**config.mk**
```make
export PLATFORM = sky130hd
export DESIGN_NAME = data_mem_ctrl
export DESIGN_NICKNAME = d
export VERILOG_FILES = /design/src/rtl/data_mem_ctrl.sv
export SDC_FILE = /design/constraint.sdc
export NUM_CORES = 2
export LEC_CHECK = 0
export ABC_AREA = 1
export CORE_MARGIN = 1
export CORE_UTILIZATION = 49
export DETAILED_ROUTE_END_ITERATION = 8
export PLACE_DENSITY_LB_ADDON = 0.12
export SLEW_MARGIN = 20
export SYNTH_ARGS = -nofsm -noshare
export SYNTH_HDL_FRONTEND = slang
export SYNTH_SLANG_ARGS = --single-unit
```
**constraint.sdc**
```tcl
create_clock -name clk -period 5.3 [get_ports clk]
set_clock_uncertainty 0.05 [all_clocks]
set_input_delay 0.795 -clock clk [delete_from_list [all_inputs] [get_ports clk]]
set_output_delay 0.795 -clock clk [all_outputs]
set_load 0.03 [all_outputs]
```
**src/rtl/data_mem_ctrl.sv**
```systemverilog
// Data-memory responder: single-port read-first RAM plus IO window (GPIO, prescaled timer, IRQ).
// Read data is registered (1-cycle latency); never stalls, one access accepted every cycle.
module data_mem_ctrl #(
  parameter int ADDR_WIDTH = 8,
  parameter int DATA_WIDTH = 8
) (
  input  logic                  clk,
  input  logic                  rst,
  input  logic [ADDR_WIDTH-1:0] mem_addr,
  input  logic                  mem_we,
  input  logic [DATA_WIDTH-1:0] mem_data_i,
  output logic [DATA_WIDTH-1:0] mem_data_o,
  input  logic [DATA_WIDTH-1:0] gpio_in,
  output logic [DATA_WIDTH-1:0] gpio_out,
  output logic                  tmr_irq
);

  localparam int RAM_DEPTH = (1 << ADDR_WIDTH) - 16;
  localparam logic [DATA_WIDTH-1:0] ONE = 1;

  localparam logic [3:0] OFF_GPIO_OUT = 4'd0;
  localparam logic [3:0] OFF_GPIO_IN  = 4'd1;
  localparam logic [3:0] OFF_TMR_CNT  = 4'd2;
  localparam logic [3:0] OFF_TMR_CMP  = 4'd3;
  localparam logic [3:0] OFF_TMR_CTRL = 4'd4;
  localparam logic [3:0] OFF_TMR_STAT = 4'd5;
  localparam logic [3:0] OFF_PRESCALE = 4'd6;

  logic [DATA_WIDTH-1:0] r_ram [RAM_DEPTH];
  logic [DATA_WIDTH-1:0] r_rdata;
  logic [DATA_WIDTH-1:0] r_gpio_out;
  logic [DATA_WIDTH-1:0] r_sync1;
  logic [DATA_WIDTH-1:0] r_sync2;
  logic [DATA_WIDTH-1:0] r_cnt;
  logic [DATA_WIDTH-1:0] r_cmp;
  logic [2:0]            r_ctrl;
  logic                  r_match;
  logic [DATA_WIDTH-1:0] r_prescale;
  logic [DATA_WIDTH-1:0] r_ps;
  logic                  r_irq;

  logic                  w_io_sel;
  logic [3:0]            w_off;
  logic                  w_io_we;
  logic [DATA_WIDTH-1:0] w_ram_rd;
  logic [DATA_WIDTH-1:0] w_io_rd;
  logic                  w_en;
  logic                  w_tick;
  logic                  w_match_hit;
  logic [2:0]            w_ctrl_nxt;
  logic                  w_match_nxt;

  assign w_io_sel = &mem_addr[ADDR_WIDTH-1:4];
  assign w_off    = mem_addr[3:0];
  assign w_io_we  = mem_we & w_io_sel;

  // RAM has no reset; the read below sees pre-write contents (read-first).
  always_ff @(posedge clk) begin
    if (mem_we && !w_io_sel && !rst) begin
      r_ram[mem_addr] <= mem_data_i;
    end
  end

  assign w_ram_rd = r_ram[mem_addr];

  always_comb begin
    w_io_rd = '0;
    case (w_off)
      OFF_GPIO_OUT: w_io_rd = r_gpio_out;
      OFF_GPIO_IN:  w_io_rd = r_sync2;
      OFF_TMR_CNT:  w_io_rd = r_cnt;
      OFF_TMR_CMP:  w_io_rd = r_cmp;
      OFF_TMR_CTRL: w_io_rd = {{(DATA_WIDTH-3){1'b0}}, r_ctrl};
      OFF_TMR_STAT: w_io_rd = {{(DATA_WIDTH-1){1'b0}}, r_match};
      OFF_PRESCALE: w_io_rd = r_prescale;
      default:      w_io_rd = '0;
    endcase
  end

  assign w_en        = r_ctrl[0];
  assign w_tick      = w_en && (r_ps == r_prescale);
  assign w_match_hit = w_tick && (r_cnt == r_cmp);

  always_comb begin
    w_ctrl_nxt  = r_ctrl;
    w_match_nxt = r_match;
    if (w_io_we && (w_off == OFF_TMR_CTRL)) begin
      w_ctrl_nxt = mem_data_i[2:0];
    end
    // A match in the same cycle as a clear keeps the flag set.
    if (w_match_hit) begin
      w_match_nxt = 1'b1;
    end else if (w_io_we && (w_off == OFF_TMR_STAT) && mem_data_i[0]) begin
      w_match_nxt = 1'b0;
    end
  end

  always_ff @(posedge clk) begin
    if (rst) begin
      r_rdata    <= '0;
      r_gpio_out <= '0;
      r_sync1    <= '0;
      r_sync2    <= '0;
      r_cnt      <= '0;
      r_cmp      <= '0;
      r_ctrl     <= '0;
      r_match    <= 1'b0;
      r_prescale <= '0;
      r_ps       <= '0;
      r_irq      <= 1'b0;
    end else begin
      r_rdata <= w_io_sel ? w_io_rd : w_ram_rd;
      r_sync1 <= gpio_in;
      r_sync2 <= r_sync1;
      if (w_io_we && (w_off == OFF_GPIO_OUT)) r_gpio_out <= mem_data_i;
      if (w_io_we && (w_off == OFF_TMR_CMP))  r_cmp      <= mem_data_i;
      if (w_io_we && (w_off == OFF_PRESCALE)) r_prescale <= mem_data_i;
      r_ctrl  <= w_ctrl_nxt;
      r_match <= w_match_nxt;
      // Registered from next-state values so the IRQ rises together with MATCH.
      r_irq   <= w_match_nxt & w_ctrl_nxt[2];

      if ((w_io_we && (w_off == OFF_PRESCALE)) || !w_en || w_tick) begin
        r_ps <= '0;
      end else begin
        r_ps <= r_ps + ONE;
      end

      if (w_tick) begin
        if (w_match_hit && r_ctrl[1]) begin
          r_cnt <= '0;
        end else begin
          r_cnt <= r_cnt + ONE;
        end
      end
    end
  end

  assign mem_data_o = r_rdata;
  assign gpio_out   = r_gpio_out;
  assign tmr_irq    = r_irq;

endmodule
```
* Word-level counts from Yosys, hierarchy flattened
Memory sizes are Yosys's and may differ from the RTL's.
Index checks and enable logic that the tools add are counted.
** Storage, ports and cells
- Bits in writable memories :: 1920
- Logic and storage cells :: 52
- Output and inout bits :: 17
- Memories kept :: 1
- Flip-flop bits (word level) :: 69
- Input bits :: 27
** Memories
- r_ram :: depth 240, bits a word 8, read ports 1, clocked after memory_dff 0, write ports 1, line 29 : logic [DATA_WIDTH-1:0] r_ram [RAM_DEPTH];
** Cells by class
- Bitwise gates (word level) :: 2
- Eq/ne operators :: 8
- Multiplexer cells :: 8
- Add/subtract/negate cells :: 2
- Reductions and logical operators :: 19
** Operator list (number)
- 8-bit case mux with 7 select lines :: 1
- 8-bit by 1-bit adder with 8-bit output (second input constant) :: 2
- 8-bit equality test :: 2
- 8-bit 2-to-1 mux :: 2
- 4-bit by 3-bit equality test with 1-bit output (second input constant) :: 3
- 1-bit logical AND :: 11
- 4-bit by 2-bit equality test with 1-bit output (second input constant) :: 2
- 4-bit by 1-bit equality test with 1-bit output (second input constant) :: 1
- 4-bit logical NOT :: 1
- 1-bit 2-to-1 mux :: 4
- 4-bit AND reduction :: 1
- 1-bit logical NOT :: 3
- 3-bit 2-to-1 mux :: 1
- 1-bit bitwise AND :: 2
- 1-bit logical OR :: 2
- 2-bit OR reduction :: 1

* Logic depth before layout (Yosys ltp)
- Depth in word-level cells :: 7
- Depth in mapped cells :: 19
- Gate-level depth less buffers :: 15

* Least setup slack after synthesis
No wires, ideal clock.
- Path kind :: input port to flip-flop
- From :: in mem_addr[0]
- To :: mem r_ram[113][0], enable pin
- Path buffers :: 4
- Data required time :: 4.880 ns
- Data arrival time :: 2.480 ns
- Setup slack :: 2.400 ns
- Stages :: 10
- Path through :: buf_4 -> inv_2 -> nor2_4 -> buf_2 -> buf_4 -> inv_1 -> nor2_2 -> nand2_1 -> buf_2 -> nor2_1
** RTL lines
- start: declaration :: line 9 : input logic [ADDR_WIDTH-1:0] mem_addr,
- end: declaration :: line 29
Straight into the memory's write port.

* Worst setup path after layout
- From :: in mem_addr[2]
- To :: reg r_rdata[1] (netlist: mem_data_o[1])
** Between the ends
- Word-level cells in the longest chain between the ends :: 3
- Elaborated cells on any way between the ends :: 10
- Classes of those cells :: eq/ne (6); mux (2); reduce/logical (1); memory (1)
** RTL lines
- parallel branches: the longest is 2 deep, another holds memory 240 x 8 bit
- 8-bit 2-to-1 mux (*) :: line 112 : r_rdata <= w_io_sel ? w_io_rd : w_ram_rd;
- end signal: assignment :: line 112
- end: declaration :: line 30 : logic [DATA_WIDTH-1:0] r_rdata;
Every way passes the cells marked *.
A chain may end at the register's enable or synchronous reset.

==> impl_results.md <==
* Number of DRC markers after the initial detailed-route iteration at 5,260
* Area enclosed by the die boundary at 168,000 µm²
* Post-DP HPWL at 129,000 µm
* Areal power density over the cells at ~370 nW/µm²
* Commonest cells in the synthesized netlist: 4,196 x sky130_fd_sc_hd__nand2_1, 1,920 x sky130_fd_sc_hd__edfxtp_1, 585 x sky130_fd_sc_hd__nor2_1, 166 x sky130_fd_sc_hd__clkbuf_1, 153 x sky130_fd_sc_hd__buf_2
* Type of origin of the critical path: input pin
* Clk_lat worst skew at 0.84 ns
* Share of cells above drive strength 1 at 5.56%
* Summed instance area of the synthesized netlist at 81,700 µm²
* Port Buffer Count at 43
* Total count of hold-check failures in the final report at 0
* Status: finished, final reports clean
* First-pass GRT wire length at ~340,000 µm
* Antenna violations before repair at 5
* Family of cells with the greatest summed delay on the critical path: buffers and inverters
* Total setup violations reported at the end of the flow at 0
* Core box area at about 170,000 µm²
* Resized Gates After CTS at 0
* Total grt overflow at 0
* Wirelength per Cell at 22.6 µm
* Max stage delay cell, worst path: sky130_fd_sc_hd__clkdlybuf4s50_1
* Longest individual stage delay on the worst path at 0.69 ns
* Max-slew headroom at 23.3%
* Data required, critical path at 6.02 ns
* Clk pin slew, worst setup/hold paths at 0.07 ns
* Maximum number of pins on one net before global-route repair at around 170
* Largest area contributor in the synthesized netlist: sky130_fd_sc_hd__edfxtp_1
* Master cell of the clock root buffer: sky130_fd_sc_hd__clkbuf_16
* Fmax at 0.281 GHz
* Max IR drop VDD at approximately 0.34 mV
* Worst setup timing slack at the placement stage at 0.965 ns
* CTS max path bufs at 3
* Reg-to-reg critical path endpoint: mem_data_o[1]$_SDFF_PP0_
* GR Util All Layers at between 20% and 30%
* Summed negative setup slack over all endpoints at 0 ns
* Clock tree from TritonCTS: built
* Vias after detailed routing at around 54,000
* Starting utilization of the core area at 49.5%
* Remaining number of nets flagged by the antenna check after routing at 0
* Highest net fanout along the worst path at 56
* Std-Cell Rows at 149
* Number of global-route vias before repair at 52,100
* Start-to-end type of the worst setup path: input pin to flop
* Final count of pins violating max slew at 0
* Y dimension of the die at 410 µm
* Critical path endpoint category: flop
* Number of clock sinks at 1,989
* Routability Congestion at 0.878
* Buffers inserted during post-CTS setup optimization at 0
* RSZ-0062 raised after global routing: no
* Layout-stage area growth over the synthesis result at 11.4%
* Chain of cells forming the critical path: clkdlybuf4s50_1 > nand2_1 > inv_4 > buf_4 > nand2_1 > nand2_1 > nor2_1 > nor2_1 > nor2_1 > nand2_1 > nand2_1 > nand2_1 > o21ai_1 > a21oi_1
* Length in cells of the worst reg-to-reg path at 14
* Number of remaining DRC errors at 0
* Tmin final at 3.55 ns
* Min-delay worst type: flop to flop
* Die width at 410 µm
* Number of instances in the synthesized netlist at 7,683
* Critical path buffer and inverter count at 3
* End point of the worst hold path: r_sync2[0]$_SDFF_PP0_
* Flop-to-flop setup slack at ~3 ns
* Final Net Count at 7,684
* Number of flops mapped to enable cells by yosys at 1,920
* Count of boundary I/O pins at 44
* Final critical-path share of the clock period at 67.1%
* Top FF cell, synth: sky130_fd_sc_hd__edfxtp_1
* Total CTS buffers at 202
* Post-synthesis cell type count at 37
* Slew @ Worst Pin at 1.15 ns
* Startpoint of the worst-slack reg-to-reg timing path: r_ram[131][1]$_DFFE_PP_
* Fraction of the yosys area taken by sequential cells at 72.3%
* Leading cell types by total area after synthesis: sky130_fd_sc_hd__edfxtp_1 71%, sky130_fd_sc_hd__nand2_1 19%, sky130_fd_sc_hd__nor2_1 2.7%
* Detail-routed via count per cell at 5.36
* Maxcap violations at 0
* Proportion of synthesized flip-flops having asynchronous set or reset at 0%
* Worst setup margin at 1.75 ns
* Data arrival time at the worst-slack endpoint at around 4.3 ns
* Most Frequent Cell on Critical Path: sky130_fd_sc_hd__nand2_1
* Most repeated cell in the gate-level netlist after synthesis: sky130_fd_sc_hd__nand2_1
* PnR Total Power at 33,300 µW
* Area share of the largest cell type after synthesis at 70.6%
* Warnings, synthesis at 0
* Leakage power at approximately 0.035 µW
* Sum of routed wire length over all layers at 227,000 µm
* Hold Path Stages at 2
* First-pass DRT Iterations at 8
* Synth Register Bits at 1,989
* Startpoint of the worst hold path: r_sync1[0]$_SDFF_PP0_
* H-tree lvl count at 4
* Total of hold buffers inserted after clock tree synthesis at 0
* Synthesized net count at roughly 7,700
* Average instance area after synthesis at 10.6 µm²
-- power by group --
| part | internal, µW | total [µW] | switching (µW) |
|---|---|---|---|
| clock network | 8220 | 14200 | 5980 |
| logic | 413 | 1860 | 1450 |
| registers | 17300 | 17300 | 14.4 |
| total | 25900 | 33300 | 7440 |
-- worst min-delay path: cells and delay by family (launching register included) --
kind                   cells  cell delay [ns]
DFF                        1             0.29
and+or+nand+nor            1             0.03
buffers and inverters      1             0.04
-- how the worst max path moves through the flow --
| stage | startpoint | end | slack (ns) | cells past startpoint |
|---|---|---|---|---|
| after floorplan | mem_addr[0] | r_ram[113][0]$_DFFE_PP_ | 2.40 | 10 |
| after global placement | mem_addr[5] | r_ram[239][7]$_DFFE_PP_ | 0.93 | 7 |
| after detailed placement | mem_addr[4] | r_ram[206][2]$_DFFE_PP_ | 0.96 | 6 |
| after CTS | mem_addr[4] | r_ram[204][0]$_DFFE_PP_ | 1.85 | 6 |
| after global routing | mem_addr[5] | r_ram[239][5]$_DFFE_PP_ | 1.54 | 7 |
| final | mem_addr[2] | mem_data_o[1]$_SDFF_PP0_ | 1.75 | 14 |
-- layer usage --
metal | share of wire (%) | GRT usage (%) | vias to the layer above
li1 | - | - | 25300
met1 | 43 | 37.9 | 26100
met2 | 46 | 42.7 | 1972
met3 | 7.1 | 4.27 | 333
met4 | 3.2 | 9.08 | 4
met5 | 0.0084 | 0 | -
-- cells by family after synthesis --
kind of cell / Yosys count / synth area share (%)
fa+ha+maj: 2 / 0.0306
buf+inv: 475 / 2.60
compound gates: 183 / 1.37
xor+xnor: 15 / 0.161
flops: 1989 / 72.3
simple gates: 5019 / 23.6
-- registers in the layout, summed over array words and instances (netlist names) --
register	count
r_prescale	8
r_ps	8
r_cnt	8
mem_data_o	8
tmr_irq	1
r_ram	1920
r_sync2	8
r_cmp	8
r_match	1
r_sync1	8
gpio_out	8
r_ctrl	3
-- final cells by class --
class / instances / area, µm²
fill: 14300 / 74200
antenna: 1 / 2.50
clock buffer: 261 / 5370
inverter: 90 / 368
sequential: 1989 / 59000
tap: 2189 / 2740
timing repair buffer: 153 / 1630
multi-input combinational: 5219 / 20600
clock inverter: 116 / 1200
-- layout by cell type (no fill, tap or decap), drive strengths merged --
master,n
nand2,4197
edfxtp,1920
nor2,594
clkbuf,261
nand3,145
buf,120
inv,95
clkinv,85
dfxtp,69
nand4,68
o21ai,68
a22oi,64
a21oi,38
clkdlybuf4s50,33
bufinv,22
xor2,11
nor3,7
nor4,4
xnor2,4
a221oi,4
clkinvlp,4
o221ai,3
nor3b,2
o2111ai,2
ha,2
diode,1
a211oi,1
nor4b,1
o22ai,1
o31ai,1
o211ai,1
nand3b,1
-- stage by stage --
stage | cell area [µm²] | cells | hold WS [ns] | util (%)
after global placement | 84400 | 9640 | 0.347 | 51.1
after global routing | 91000 | 10000 | 0.371 | 55.1
final | 91000 | 10000 | 0.355 | 55.1
after detailed placement | 84400 | 9640 | 0.347 | 51.1
after floorplan | 81700 | 7683 | 0.338 | -
after CTS | 91000 | 10000 | 0.359 | 55.1
No activity file was read; power rests on OpenSTA's default activity.
